$ cat src/rtl/rf_write_arbiter_if.sv
// Register-file write port bundle: WB + mult/div inputs, RF write outputs.
// RF_WRITE_SCOREBOARD_EN adds the mult/div busy scoreboard signals.
interface rf_write_arbiter_if #(
   parameter int DATA_W = 32,
   parameter int ADDR_W = 5
);
   logic              wbWrite;
   logic [ADDR_W-1:0] wbAddr;
   logic [DATA_W-1:0] wbData;
   logic              auxValid;
   logic [ADDR_W-1:0] auxAddr;
   logic [DATA_W-1:0] auxData;
   logic              auxReady;
   logic              rfWrite;
   logic [ADDR_W-1:0] rfAddr;
   logic [DATA_W-1:0] rfData;
   logic              pipeStall;
   logic              pending;
`ifdef RF_WRITE_SCOREBOARD_EN
   logic              issueValid;
   logic [ADDR_W-1:0] issueAddr;
   logic [ADDR_W-1:0] rs;
   logic [ADDR_W-1:0] rt;
   logic              rsBusy;
   logic              rtBusy;
`endif

   modport master (
`ifdef RF_WRITE_SCOREBOARD_EN
      output issueValid, issueAddr, rs, rt,
      input  rsBusy, rtBusy,
`endif
      output wbWrite, wbAddr, wbData,
      output auxValid, auxAddr, auxData,
      input  auxReady, rfWrite, rfAddr, rfData,
      input  pipeStall, pending
   );

   modport slave (
`ifdef RF_WRITE_SCOREBOARD_EN
      input  issueValid, issueAddr, rs, rt,
      output rsBusy, rtBusy,
`endif
      input  wbWrite, wbAddr, wbData,
      input  auxValid, auxAddr, auxData,
      output auxReady, rfWrite, rfAddr, rfData,
      output pipeStall, pending
   );
endinterface

$ cat src/rtl/rf_write_arbiter.sv
// Single RF write port shared by WB (primary) and buffered mult/div results.
// Optional busy scoreboard enabled by defining RF_WRITE_SCOREBOARD_EN.
module rf_write_arbiter #(
   parameter int DATA_W     = 32,
   parameter int ADDR_W     = 5,
   parameter int FIFO_DEPTH = 2,
   parameter int MAX_WAIT   = 4
) (
   input logic          clk,
   input logic          rst,
   rf_write_arbiter_if.slave bus
);
   localparam int PW = (FIFO_DEPTH > 1) ? $clog2(FIFO_DEPTH) : 1;
   localparam int CW = PW + 1;
   localparam int WW = $clog2(MAX_WAIT + 1);

   typedef enum logic {RUN, STALL} state_t;

   logic [ADDR_W-1:0] r_fAddr [FIFO_DEPTH];
   logic [DATA_W-1:0] r_fData [FIFO_DEPTH];
   logic [PW-1:0]     r_rdPtr;
   logic [PW-1:0]     r_wrPtr;
   logic [CW-1:0]     r_count;
   logic [WW-1:0]     r_waitCnt;
   state_t            r_state;
   state_t            w_next;
   logic              r_rfWrite;
   logic [ADDR_W-1:0] r_rfAddr;
   logic [DATA_W-1:0] r_rfData;
   logic              w_pri;
   logic              w_push;
   logic              w_pop;
   logic              w_nonEmpty;
   logic              w_ready;
   logic              w_stall;

   assign w_nonEmpty = (r_count != '0);
   assign w_ready    = (r_count < CW'(FIFO_DEPTH)) & ~rst;
   assign w_pri      = bus.wbWrite & (bus.wbAddr != '0);
   assign w_push     = bus.auxValid & w_ready & (bus.auxAddr != '0);
   // Only entries already stored can be granted; no same-cycle bypass.
   assign w_pop      = ~w_pri & w_nonEmpty;

   assign bus.auxReady  = w_ready;
   assign bus.rfWrite   = r_rfWrite;
   assign bus.rfAddr    = r_rfAddr;
   assign bus.rfData    = r_rfData;
   assign bus.pipeStall = w_stall;
   assign bus.pending   = w_nonEmpty;

   always_ff @(posedge clk) begin
      if (w_push) begin
         r_fAddr[r_wrPtr] <= bus.auxAddr;
         r_fData[r_wrPtr] <= bus.auxData;
      end
   end

   always_ff @(posedge clk or posedge rst) begin
      if (rst) begin
         r_rdPtr <= '0;
         r_wrPtr <= '0;
         r_count <= '0;
      end else begin
         if (w_push) r_wrPtr <= r_wrPtr + PW'(1);
         if (w_pop)  r_rdPtr <= r_rdPtr + PW'(1);
         r_count <= r_count + CW'(w_push) - CW'(w_pop);
      end
   end

   always_ff @(posedge clk or posedge rst) begin
      if (rst) begin
         r_rfWrite <= 1'b0;
         r_rfAddr  <= '0;
         r_rfData  <= '0;
      end else if (w_pri) begin
         r_rfWrite <= 1'b1;
         r_rfAddr  <= bus.wbAddr;
         r_rfData  <= bus.wbData;
      end else if (w_pop) begin
         r_rfWrite <= 1'b1;
         r_rfAddr  <= r_fAddr[r_rdPtr];
         r_rfData  <= r_fData[r_rdPtr];
      end else begin
         r_rfWrite <= 1'b0;
      end
   end

   always_ff @(posedge clk or posedge rst) begin
      if (rst) begin
         r_waitCnt <= '0;
      end else if (w_pop) begin
         r_waitCnt <= '0;
      end else if (w_nonEmpty && w_pri &&
                   r_waitCnt != WW'(MAX_WAIT)) begin
         r_waitCnt <= r_waitCnt + WW'(1);
      end
   end

   always_ff @(posedge clk or posedge rst) begin
      if (rst) r_state <= RUN;
      else     r_state <= w_next;
   end

   always_comb begin
      w_next = r_state;
      unique case (r_state)
         RUN: begin
            if (r_waitCnt == WW'(MAX_WAIT)) w_next = STALL;
         end
         STALL: begin
            if (w_pop || !w_nonEmpty) w_next = RUN;
         end
         default: w_next = RUN;
      endcase
   end

   always_comb begin
      w_stall = 1'b0;
      unique case (r_state)
         STALL:   w_stall = 1'b1;
         default: w_stall = 1'b0;
      endcase
   end

`ifdef RF_WRITE_SCOREBOARD_EN
   localparam int NREG = 1 << ADDR_W;

   logic [NREG-1:0] r_busy;
   logic [NREG-1:0] w_busyNext;

   // Clear before set so a same-cycle issue to the granted address wins.
   always_comb begin
      w_busyNext = r_busy;
      if (w_pop) w_busyNext[r_fAddr[r_rdPtr]] = 1'b0;
      if (bus.issueValid && bus.issueAddr != '0)
         w_busyNext[bus.issueAddr] = 1'b1;
      w_busyNext[0] = 1'b0;
   end

   always_ff @(posedge clk or posedge rst) begin
      if (rst) r_busy <= '0;
      else     r_busy <= w_busyNext;
   end

   assign bus.rsBusy = r_busy[bus.rs];
   assign bus.rtBusy = r_busy[bus.rt];
`endif
endmodule
$ cat src/flat_wrapper.sv
// flat-port wrapper written by rule: the top's interface ports become plain ports
module rf_write_arbiter_flat 
#(
   parameter int DATA_W     = 32,
   parameter int ADDR_W     = 5,
   parameter int FIFO_DEPTH = 2,
   parameter int MAX_WAIT   = 4
)
  (clk, rst, bus_wbWrite, bus_wbAddr, bus_wbData, bus_auxValid, bus_auxAddr, bus_auxData, bus_auxReady, bus_rfWrite, bus_rfAddr, bus_rfData, bus_pipeStall, bus_pending);
  rf_write_arbiter_if #(.DATA_W(DATA_W), .ADDR_W(ADDR_W)) bus_i ();
  input logic clk;
  input logic rst;
  input wire logic [$bits(bus_i.wbWrite)-1:0] bus_wbWrite;
  input wire logic [$bits(bus_i.wbAddr)-1:0] bus_wbAddr;
  input wire logic [$bits(bus_i.wbData)-1:0] bus_wbData;
  input wire logic [$bits(bus_i.auxValid)-1:0] bus_auxValid;
  input wire logic [$bits(bus_i.auxAddr)-1:0] bus_auxAddr;
  input wire logic [$bits(bus_i.auxData)-1:0] bus_auxData;
  output wire logic [$bits(bus_i.auxReady)-1:0] bus_auxReady;
  output wire logic [$bits(bus_i.rfWrite)-1:0] bus_rfWrite;
  output wire logic [$bits(bus_i.rfAddr)-1:0] bus_rfAddr;
  output wire logic [$bits(bus_i.rfData)-1:0] bus_rfData;
  output wire logic [$bits(bus_i.pipeStall)-1:0] bus_pipeStall;
  output wire logic [$bits(bus_i.pending)-1:0] bus_pending;
  assign bus_i.wbWrite = bus_wbWrite;
  assign bus_i.wbAddr = bus_wbAddr;
  assign bus_i.wbData = bus_wbData;
  assign bus_i.auxValid = bus_auxValid;
  assign bus_i.auxAddr = bus_auxAddr;
  assign bus_i.auxData = bus_auxData;
  assign bus_auxReady = bus_i.auxReady;
  assign bus_rfWrite = bus_i.rfWrite;
  assign bus_rfAddr = bus_i.rfAddr;
  assign bus_rfData = bus_i.rfData;
  assign bus_pipeStall = bus_i.pipeStall;
  assign bus_pending = bus_i.pending;
  rf_write_arbiter #(.DATA_W(DATA_W), .ADDR_W(ADDR_W), .FIFO_DEPTH(FIFO_DEPTH), .MAX_WAIT(MAX_WAIT)) u_core (.clk(clk), .rst(rst), .bus(bus_i));
endmodule
$ cat config.mk
export PLATFORM = sky130hd
export DESIGN_NAME = rf_write_arbiter_flat
export DESIGN_NICKNAME = d
export VERILOG_FILES = /design/src/rtl/rf_write_arbiter_if.sv /design/src/rtl/rf_write_arbiter.sv /design/src/flat_wrapper.sv
export SDC_FILE = /design/constraint.sdc
export NUM_CORES = 1
export LEC_CHECK = 0
export BUFFER_PORTS_ARGS = -buffer_cell sky130_fd_sc_hd__buf_2
export CORE_MARGIN = 4
export CORE_UTILIZATION = 53
export DETAILED_ROUTE_END_ITERATION = 7
export GPL_TIMING_DRIVEN = 0
export HOLD_SLACK_MARGIN = 0.06
export PLACE_DENSITY_LB_ADDON = 0.1
export SLEW_MARGIN = 25
export SYNTH_ARGS = -nofsm -noshare
export SYNTH_HDL_FRONTEND = slang
export SYNTH_SLANG_ARGS = --single-unit
$ cat constraint.sdc
create_clock -name clk -period 3.9 [get_ports clk]
set_input_delay 0.195 -clock clk [delete_from_list [all_inputs] [get_ports clk]]
set_output_delay 0.195 -clock clk [all_outputs]
set_load 0.005 [all_outputs]
==> results.md, run 1 <==
- Final ANT Viol Nets: 0
- Largest net degree at the start of global routing: 47
- Worst Setup Slack, final: 1570 ps
- Clock buffer depth: 2
- Startpoint Class: register
- Worst Clk Skew: 11.53 ps
- Leak pwr: 0.003002 uW
- Layout cells sized above 1: 34.28%
- Worst hold start: bus_wbWrite
- Seq/Total Area, Yosys: 67.57%
- Detail Placement HPWL: approximately 7.5 mm
- Synthesized cell area: 4992 um^2
- Fmax: 0.4291 GHz
- Die height: 105.1 um
- Tmin final: 2330 ps
- Area delta synth->final: 42.66%
- IO Count: roughly 120
- CP endpoint kind: register
- Setup violations, final: 0
- Syn avg cell area: 14.73 um^2
- Fill count: 580
- CTS H-tree lvls: 4
- Critical path peak fanout: 20
- Slew @ Worst Pin: 648.2 ps
- # rows: 35
- Maxcap violations: 0
- Vias in the first global route: about 3800
- Mapped Cells: approximately 340
- Clock transition at path regs: about 60 ps
- Primary FF master, synth: edfxtp_1
- Critical path class: register to register
- Synth Register Bits: 120
- Clock root buffer: clkbuf_8
- Place WS: 1534 ps
- Relative slew slack: a little under three fifths
- Critical R2R Capture: u_core.r_fData[1][0]$_DFFE_PP_
- Ys Warns: 0
- IR drop worst, VDD: 0.3630 mV
- FFs w/ async S/R, synth: 38.33%
- Hold Path Class: input port to register
- Hold depth: 3
- Clock Latency Late Sink: 510 ps
- Number of enable flip-flop cells after synthesis: 74
- Initial Utilization: 54.29%
- Antenna violations before repair: 0
- Post_cts resized: 0
- R2r setup slk: 1570 ps
- Router iterations before antenna repair: 4
- First-pass GRT wire length: 19.13 mm
- Length in cells of the worst reg-to-reg path: 5
- Syn_nets: 420
- Pins Over Slew Limit: 0
- Die area: around 11000 um^2
- Core ar.: ~9000 um^2
- Diode count: 0
- Post-CTS Hold Fix Bufs: between 70 and 80
- CTS tree: yes
- Die Width: 105.1 um
- Final #Nets: 634
- Post-synth cell types: 38
- Grt ovf: 0
- Via/cell ratio: around 5.3
- Wirelength per Cell: 17.52 um
- Reg2reg start: u_core.r_count[1]$_DFF_PP0_
- # Post-CTS Setup Buffers: 0
- Period Utilization, post-route: between 50% and 60%
- P per Cell Area: approximately 700 nW/um^2
- WP data arrival: 2530 ps
- IO buf count: 118
- Vias: ~3600
- Drt drc: 0
- CTS Sinks: 120
- Worst Hold End: u_core.bus.rfAddr[2]$_DFFE_PP0P_
- DR iter-0 viols: 96
- Hold slack: 138.8 ps
- TritonCTS Buffers: 17
- Req. time, crit path: roughly 4100 ps
- Final Hold Fails: 0
- RSZ-0062 raised after global routing: no
- Gp weighted congestion: approximately 0.8
- Outcome: finished, final reports clean
- Total track usage: about 23%
- DRT Wirelength: 11.86 mm
## registers in the layout (all words and copies together), names as in the netlist
signal and cells:
u_core.bus.rfWrite 1, u_core.r_rdPtr 1, u_core.r_fData 64, u_core.r_wrPtr 1, u_core.r_count 2, u_core.bus.rfData 32, u_core.r_waitCnt 3, u_core.r_fAddr 10
u_core.r_state 1, u_core.bus.rfAddr 5
## per-layer routing
metal	wire [um]	part of all wire [%]	GRT usage, %	vias to the layer above
met5	0	0	0	-
met1	4774	40	26.52	1752
li1	-	-	-	1709
met2	6405	54	40.01	114
met3	591	5.0	6.733	8
met4	91	0.77	6.748	0
## synthesized netlist by cell type, drive strengths merged, types with 2 or more instances
library cell | number | area, um^2
or3 | 2 | 12.51
nor2 | 8 | 32.54
a21oi | 35 | 175.2
clkbuf | 8 | 30.03
xnor2 | 2 | 17.52
mux2i | 34 | 340.3
o221ai | 2 | 17.52
a22o | 2 | 17.52
nor3 | 35 | 175.2
nand2 | 8 | 30.03
a211oi | 3 | 22.52
buf | 16 | 110.1
inv | 6 | 22.52
mux2 | 33 | 409.1
o31ai | 5 | 37.54
nor2b | 4 | 25.02
o2111ai | 2 | 17.52
ha | 3 | 37.54
edfxtp | 74 | 2222
dfrtp | 46 | 1151
## how the worst max path moves through the flow
stage	start	end	slack [ps]	depth (start not counted)
floorplan	u_core.r_count[1]$_DFF_PP0_	u_core.r_fAddr[0][0]$_DFFE_PP_	950	4
detailed placement	u_core.r_count[1]$_DFF_PP0_	u_core.r_fData[1][6]$_DFFE_PP_	1530	5
CTS	u_core.r_count[1]$_DFF_PP0_	u_core.r_fData[1][0]$_DFFE_PP_	1530	5
finish	u_core.r_count[1]$_DFF_PP0_	u_core.r_fData[1][0]$_DFFE_PP_	1570	5
global route	u_core.r_count[1]$_DFF_PP0_	u_core.r_fData[1][30]$_DFFE_PP_	1410	5
global placement	u_core.r_count[1]$_DFF_PP0_	u_core.r_fData[0][25]$_DFFE_PP_	-260	4
## logic make-up after synthesis
logic type,Yosys count,synth area share (%)
simple gates,61,6.066
compound gates,56,6.993
mux,67,15.01
flops,120,67.57
xor+xnor,2,0.3509
fa+ha+maj,3,0.7520
buf+inv,30,3.258
## metrics by stage
stage                     instance area (um^2)  setup TNS [ps]  power (uW)  util, %  instances
after floorplan                           4992               0        2809        -        339
after global placement                    5722          -19240        3303    62.22        568
after detailed placement                  5794               0        3383    63.01        570
after CTS                                 7122               0        4957    77.44        677
after global routing                      7122               0        5220    77.44        677
final                                     7122               0        4940    77.44        677
## worst max-delay path, cell delays in order (launching register included)
cell      delay [ps]
dfrtp_1          400
clkbuf_1         280
nor2_1           230
o211ai_1         270
nor2_4           590
buf_16           250
## placed cells by master, fill, tap and decap left out, types with 4 or more instances in the layout
| cell | count |
|---|---|
| edfxtp_1 | 74 |
| clkinv_2 | 4 |
| clkbuf_16 | 16 |
| nor3_1 | 35 |
| mux2i_1 | 34 |
| clkbuf_1 | 11 |
| mux2_4 | 10 |
| nor2_1 | 5 |
| o31ai_1 | 5 |
| mux2_1 | 5 |
| mux2_2 | 18 |
| a21oi_1 | 35 |
| dfrtp_1 | 46 |
| nor2b_1 | 4 |
| buf_2 | 124 |
| buf_1 | 5 |
| dlygate4sd3_1 | 75 |
| inv_1 | 5 |
| nand2_1 | 8 |
## power by group
part	total [uW]	internal, uW	leakage [uW]	switching (uW)
logic	1600	734	0.00151	869
registers	1820	1680	0.00122	146
clock network	1520	971	0.000279	544
total	4940	3380	0.00300	1560
## cell type report
cell class	instances	area (um^2)	area share, %
sequential	120	3373	47.36
multi-input combinational	189	1471	20.66
timing repair buffer	195	1396	19.61
clock buffer	20	425.4	5.973
clock inverter	12	151.4	2.126
buffer	24	140.1	1.968
tap	111	138.9	1.950
inverter	6	25.02	0.3514
(Power assumes the default switching activity.)
==> inputs of run 2 (changes only) <==
- clock period: 3.9 -> 2.33 ns (I/O delays scaled with it)
==> run 2 against run 1 <==
Against the previous run: worst hold slack better by 10 ps; sequential power up 68%; clock power up 80%; sequential share of layout area down 0.87 points; cell count up 0.89%; die area unchanged; clock-buffer cell count up 5; flip-flop and latch count unchanged; critical endpoint is now u_core.bus.rfAddr[4]$_DFFE_PP0P_.
==> results.md, run 2 (synthesis results as in run 1) <==
- Final std cells w/o fill: 683 (+0.89%)
- Die area: 11040 um^2 (unchanged)
- Die Width: 105.1 um (unchanged)
- Maxcap violations: 0 (unchanged)
- Worst Setup Slack, final: 218.8 ps (-1351 ps)
- Grt ovf: 0 (unchanged)
- Core ar.: 9196 um^2 (unchanged)
- Clock buffer depth: 2 (unchanged)
- R2r setup slk: 220 ps (-1350 ps)
- Leak pwr: 0.003059 uW (+1.9%)
- Commonest non-fill, non-tap cell in the layout: buf_2
- Layout cells sized above 1: 34.27% (about the same)
- Clock transition at path regs: 60 ps (about the same)
- CP endpoint kind: register
- Wirelength per Cell: 17.77 um (+1.4%)
- Final #Nets: 640 (+0.95%)
- Top delay family on crit path: buffers and inverters
- Req. time, crit path: 2780 ps (-1320 ps)
- Outcome: finished, final reports clean
- CTS Sinks: 120 (unchanged)
- IR drop worst, VDD: 0.6265 mV (+73%)
- Placed cells: 570 (unchanged)
- IO Count: 119 (unchanged)
- Die height: 105.1 um (unchanged)
- Initial Utilization: 54.29% (unchanged)
- Fmax: 0.4737 GHz (+10%)
- Vias in the first global route: 3902 (+1.7%)
- WP data arrival: 2560 ps (+30 ps)
- P per Cell Area: 1176 nW/um^2 (+70%)
- Tmin final: 2111 ps (-219.2 ps)
- Antenna violations before repair: 0 (unchanged)
- Relative slew slack: 54.74% (-1.9 points)
- Setup violations, final: 0 (unchanged)
- Most frequent cells in the layout: buf_2, dlygate4sd3_1, edfxtp_1
- Slowest stage delay, CP: 570 ps (-20 ps)
- Drt drc: 0 (unchanged)
- Diode count: 0 (unchanged)
- Top reg by flops: u_core.r_fData
- Slowest cell on crit path: dlygate4sd3_1
- Worst Clk Skew: 7.394 ps (-4.134 ps)
- RSZ-0062 raised after global routing: no
- Layout Utilization: 78.90% (+1.5 points)
- Crit path cell chain: nor2_4, inv_1, buf_1, nor2_1, o31ai_1, dlygate4sd3_1
- Total track usage: 22.95% (+0.34 points)
- Clock Latency Late Sink: 510 ps (about the same)
- Router iterations before antenna repair: 5 (+1)
- DRT Wirelength: 12.14 mm (+2.3%)
- Startpoint Class: register
- Largest net degree at the start of global routing: 47 (unchanged)
- Detail Placement HPWL: 7.665 mm (+2.0%)
- CTS tree: yes
- First-pass GRT wire length: 19.58 mm (+2.3%)
- # rows: 35 (unchanged)
- IO buf count: 118 (unchanged)
- Crit path buffers/inverters: 3 (+1)
- Vias: 3659 (+2.1%)
- Fill count: 572 (-1.4%)
- Critical path peak fanout: 10 (-50%)
- Final ANT Viol Nets: 0 (unchanged)
- Pins Over Slew Limit: 0 (unchanged)
- Critical path class: register to register
- Max FFs per register: 64 (unchanged)
- Hold Path Class: input port to register
- Final Hold Fails: 0 (unchanged)
- TritonCTS Buffers: 17 (unchanged)
- DR iter-0 viols: 168 (+75%)
- CTS H-tree lvls: 4 (unchanged)
- Design area: 7256 um^2 (+1.9%)
- Area delta synth->final: 45.34%
- Slew @ Worst Pin: 676.0 ps (+27.76 ps)
- Placed cell area: 5794 um^2 (unchanged)
- Clock root buffer: clkbuf_8
- Place WS: -20.27 ps (-1555 ps)
- Gp weighted congestion: 0.8253 (+0.87%)
- Via/cell ratio: 5.357 (+1.2%)
- Period Utilization, post-route: 90.61% (+31 points)
-- run 2: cell count changes in the layout (fill, tap and decap cells not counted), moves of 2 or more --
cell / previous run / this run
clkinv_4: 2 / 0
dlygate4sd3_1: 75 / 79
buf_12: 1 / 3
clkinv_2: 4 / 1
clkbuf_8: 1 / 5
-- run 2: worst reg2reg max path: cells and delay by family (launching register included) --
| family | cells | cell delay, ps |
|---|---|---|
| AO/OA/AOI/OAI | 1 | 230 |
| buffers and inverters | 3 | 1210 |
| flip-flops | 1 | 440 |
| AND/OR/NAND/NOR | 2 | 180 |
-- run 2: worst paths after layout --
kind                            depth (start not counted)                                end                         from
min in group asynchronous                               3  u_core.bus.rfData[16]$_DFFE_PP0P_                          rst
worst max register to register                          6   u_core.bus.rfAddr[4]$_DFFE_PP0P_  u_core.r_count[0]$_DFF_PP0_
worst min-delay path                                    3         u_core.r_wrPtr$_DFFE_PP0P_                 bus_auxValid
max in group asynchronous                               3  u_core.bus.rfData[11]$_DFFE_PP0P_                          rst
worst min register to register                          1           u_core.r_state$_DFF_PP0_     u_core.r_state$_DFF_PP0_
worst max-delay path                                    6   u_core.bus.rfAddr[4]$_DFFE_PP0P_  u_core.r_count[0]$_DFF_PP0_
-- run 2: cell type report --
type                       instances  area, um^2  share of cell area [%]
buffer                            24       141.4                   1.949
sequential                       120        3373                   46.49
multi-input combinational        189        1476                   20.35
inverter                           6       25.02                  0.3449
clock buffer                      25       484.2                   6.674
clock inverter                     7       140.1                   1.931
timing repair buffer             201        1476                   20.35
tap                              111       138.9                   1.914
-- run 2: metrics by stage --
step                power [uW]  setup TNS [ps]  hold WS [ps]
floorplan                 4703           -2668         215.4
global placement          5521          -63340         304.6
detailed placement        5656          -738.6         259.7
CTS                       8548               0         127.2
global route              8968               0         176.0
finish                    8535               0         149.2
-- run 2: where the power goes --
part           total, uW  internal (uW)  switching [uW]
Sequential          3050           2800             247
Clock               2730           1850             879
Combinational       2760           1280            1470
Total               8540           5940            2600
-- run 2: routing by layer --
metal | share of wire, % | track usage [%]
met5 | 0 | 0
met2 | 53 | 40.60
met4 | 0.91 | 7.029
met1 | 41 | 27.21
met3 | 4.8 | 6.300
-- run 2: timing repair --
| item | CTS | global route |
|---|---|---|
| setup buffers | 2 | 0 |
| setup endpoints to repair | 42 | 2 |
| hold endpoints to repair | 158 | 0 |
| pin swaps | 2 | 0 |
| resized for setup | 0 | 3 |
| hold buffers | 79 | 0 |
==> inputs of run 3 (changes only) <==
- CORE_MARGIN: 4 -> not set
- GPL_TIMING_DRIVEN: 0 -> not set
- REMOVE_ABC_BUFFERS: not set -> 1
==> run 3 against run 2 <==
Against the previous run: the run now ends with design-rule violations left; via count shrank 4.7%; sequential share of layout area grew 0.89 points; clock skew grew 4.2 ps; flip-flop and latch count is the same; power shrank 2.9%.
==> results.md, run 3 (synthesis results as in run 1) <==
- Outcome: complete, but fails checks
- Failing checks: design-rule violations
- Worst hold start: bus_auxValid
- Reg2reg start: u_core.r_count[1]$_DFF_PP0_
- CP endpoint kind: primary output
- Final Hold Fails: 0 (unchanged)
- Max FFs per register: 64 (unchanged)
- Top reg by flops: u_core.r_fData
- Final #Nets: 623 (-2.7%)
- RSZ-0062 raised after global routing: no
- Hold depth: 3 (unchanged)
- Met2 Use GR: 43.79% (+3.2 points)
- Core ar.: 9196 um^2 (unchanged)
- Post_cts resized: 0 (unchanged)
- Length in cells of the worst reg-to-reg path: 6 (unchanged)
- Maxcap violations: 0 (unchanged)
- Placed cells: 555 (-2.6%)
- DRT Wirelength: 11.39 mm (-6.2%)
- Slowest cell on crit path: buf_4
- Gp weighted congestion: 0.8163 (-1.1%)
- Via/cell ratio: 5.237 (-2.2%)
- Critical R2R Capture: u_core.bus.rfData[3]$_DFFE_PP0P_
- Slew @ Worst Pin: 623.8 ps (-52.20 ps)
- R2r setup slk: 330 ps (+110 ps)
- Fill count: 586 (+2.4%)
- First-pass GRT wire length: 17.89 mm (-8.6%)
- IO buf count: 118 (unchanged)
- Relative slew slack: 58.23% (+3.5 points)
- Grt met1 use: 28.78% (+1.6 points)
- Grt ovf: 0 (unchanged)
- Tmin final: 2229 ps (+117.5 ps)
- Post-CTS Hold Fix Bufs: 79 (unchanged)
- Clock buffer depth: 2 (unchanged)
- Period Utilization, post-route: 95.65% (+5.0 points)
- Commonest non-fill, non-tap cell in the layout: buf_2
- Antenna violations before repair: 0 (unchanged)
- Worst Clk Skew: 11.64 ps (+4.246 ps)
- CTS Sinks: 120 (unchanged)
- Hold Path Class: input port to register
- IR drop worst, VDD: 0.8195 mV (+31%)
- Final std cells w/o fill: 666 (-2.5%)
- GRT Max-Usage Layer: met2
- Crit path buffers/inverters: 4 (+1)
- M3 GR Usage: 6.454% (+0.15 points)
- Clock transition at path regs: 60 ps (about the same)
- Router iterations before antenna repair: 7 (+2)
- Diode count: 0 (unchanged)
- Layout cells sized above 1: 35.14% (+0.87 points)
- Clock Latency Late Sink: 510 ps (about the same)
- Fmax: 0.4487 GHz (-5.3%)
- DR iter-0 viols: 168 (unchanged)
- Leak pwr: 0.002986 uW (-2.4%)
- Most frequent cells in the layout: buf_2, dlygate4sd3_1, edfxtp_1
- Startpoint Class: register
- Final ANT Viol Nets: 0 (unchanged)
- Drt drc: 2 (+2)
- Die Width: 99.06 um (-5.7%)
- Total track usage: 24.61% (+1.7 points)
- Crit path cell chain: buf_4, nor2_2, inv_1, buf_12, buf_2
- Top delay family on crit path: buffers and inverters
- TritonCTS Buffers: 17 (unchanged)
- Critical path class: register to primary output
- Setup violations, final: 0 (unchanged)
- Pins Over Slew Limit: 0 (unchanged)
- WP data arrival: 2110 ps (-450 ps)
- Detail Placement HPWL: 6.721 mm (-12%)
- Largest net degree at the start of global routing: 39 (-17%)
- Slowest stage delay, CP: 420 ps (-150 ps)
- # rows: 35 (unchanged)
- CTS tree: yes
- Critical path peak fanout: 38 (+28)
- Die height: 99.06 um (-5.7%)
- Worst Hold End: u_core.r_wrPtr$_DFFE_PP0P_
- IO Count: 119 (unchanged)
- Layout Utilization: 77.50% (-1.4 points)
- Critical path depth in cells: 5 (-1)
- Req. time, crit path: 2210 ps (-570 ps)
- P per Cell Area: 1163 nW/um^2 (-1.1%)
- Wirelength per Cell: 17.10 um (-3.8%)
- Clock root buffer: clkbuf_8
- Initial Utilization: 54.29% (unchanged)
- # Post-CTS Setup Buffers: 0 (-2)
- Worst setup path start: u_core.r_count[1]$_DFF_PP0_
- Die area: 9812 um^2 (-11%)
- Vias in the first global route: 3643 (-6.6%)
- Vias: 3488 (-4.7%)
- Area delta synth->final: 42.76%
- CTS H-tree lvls: 4 (unchanged)
## run 3: how the worst max path moves through the flow
stage / endpoint / slack (ps)
final: bus_pending / 100
after global routing: bus_pending / 30
after CTS: bus_pending / 110
after detailed placement: u_core.r_fData[0][27]$_DFFE_PP_ / 260
after global placement: u_core.r_fData[1][16]$_DFFE_PP_ / 250
after floorplan: u_core.r_fAddr[0][0]$_DFFE_PP_ / -830
## run 3: worst min-delay path, cell delays in order
cell      delay, ps
buf_2           100
o211ai_1        270
xnor2_1         120
## run 3: cell type report
class | instances | area [um^2] | share of cell area [%]
inverters | 6 | 22.52 | 0.3160
multi-input cells | 189 | 1471 | 20.65
repair buffers | 208 | 1539 | 21.59
flip-flops and latches | 120 | 3377 | 47.38
clock inverters | 12 | 152.6 | 2.142
clock buffers | 20 | 425.4 | 5.969
well taps | 111 | 138.9 | 1.949
## run 3: metrics by stage
step	power [uW]	hold WS (ps)	worst slack (ps)	TNS, ps	area (um^2)
2_1_floorplan	4626	215.4	-831.8	-61550	4852
3_3_place_gp	5569	149.5	249.9	0	5718
3_5_place_dp	5696	152.0	263.6	0	5758
4_1_cts	8322	145.0	111.5	0	7127
5_1_grt	8717	174.4	32.01	0	7127
6_report	8291	150.4	101.3	0	7127
## run 3: routing by layer
metal,vias to the layer above,part of all wire (%),routed length [um]
li1,1691,-,-
met5,-,0,0
met4,0,1.4,164
met1,1681,42,4788
met2,101,53,5989
met3,15,3.9,445
## run 3: where the power goes
part / switching [uW] / internal (uW)
clock network: 889 / 1620
registers: 352 / 2810
logic: 1320 / 1300
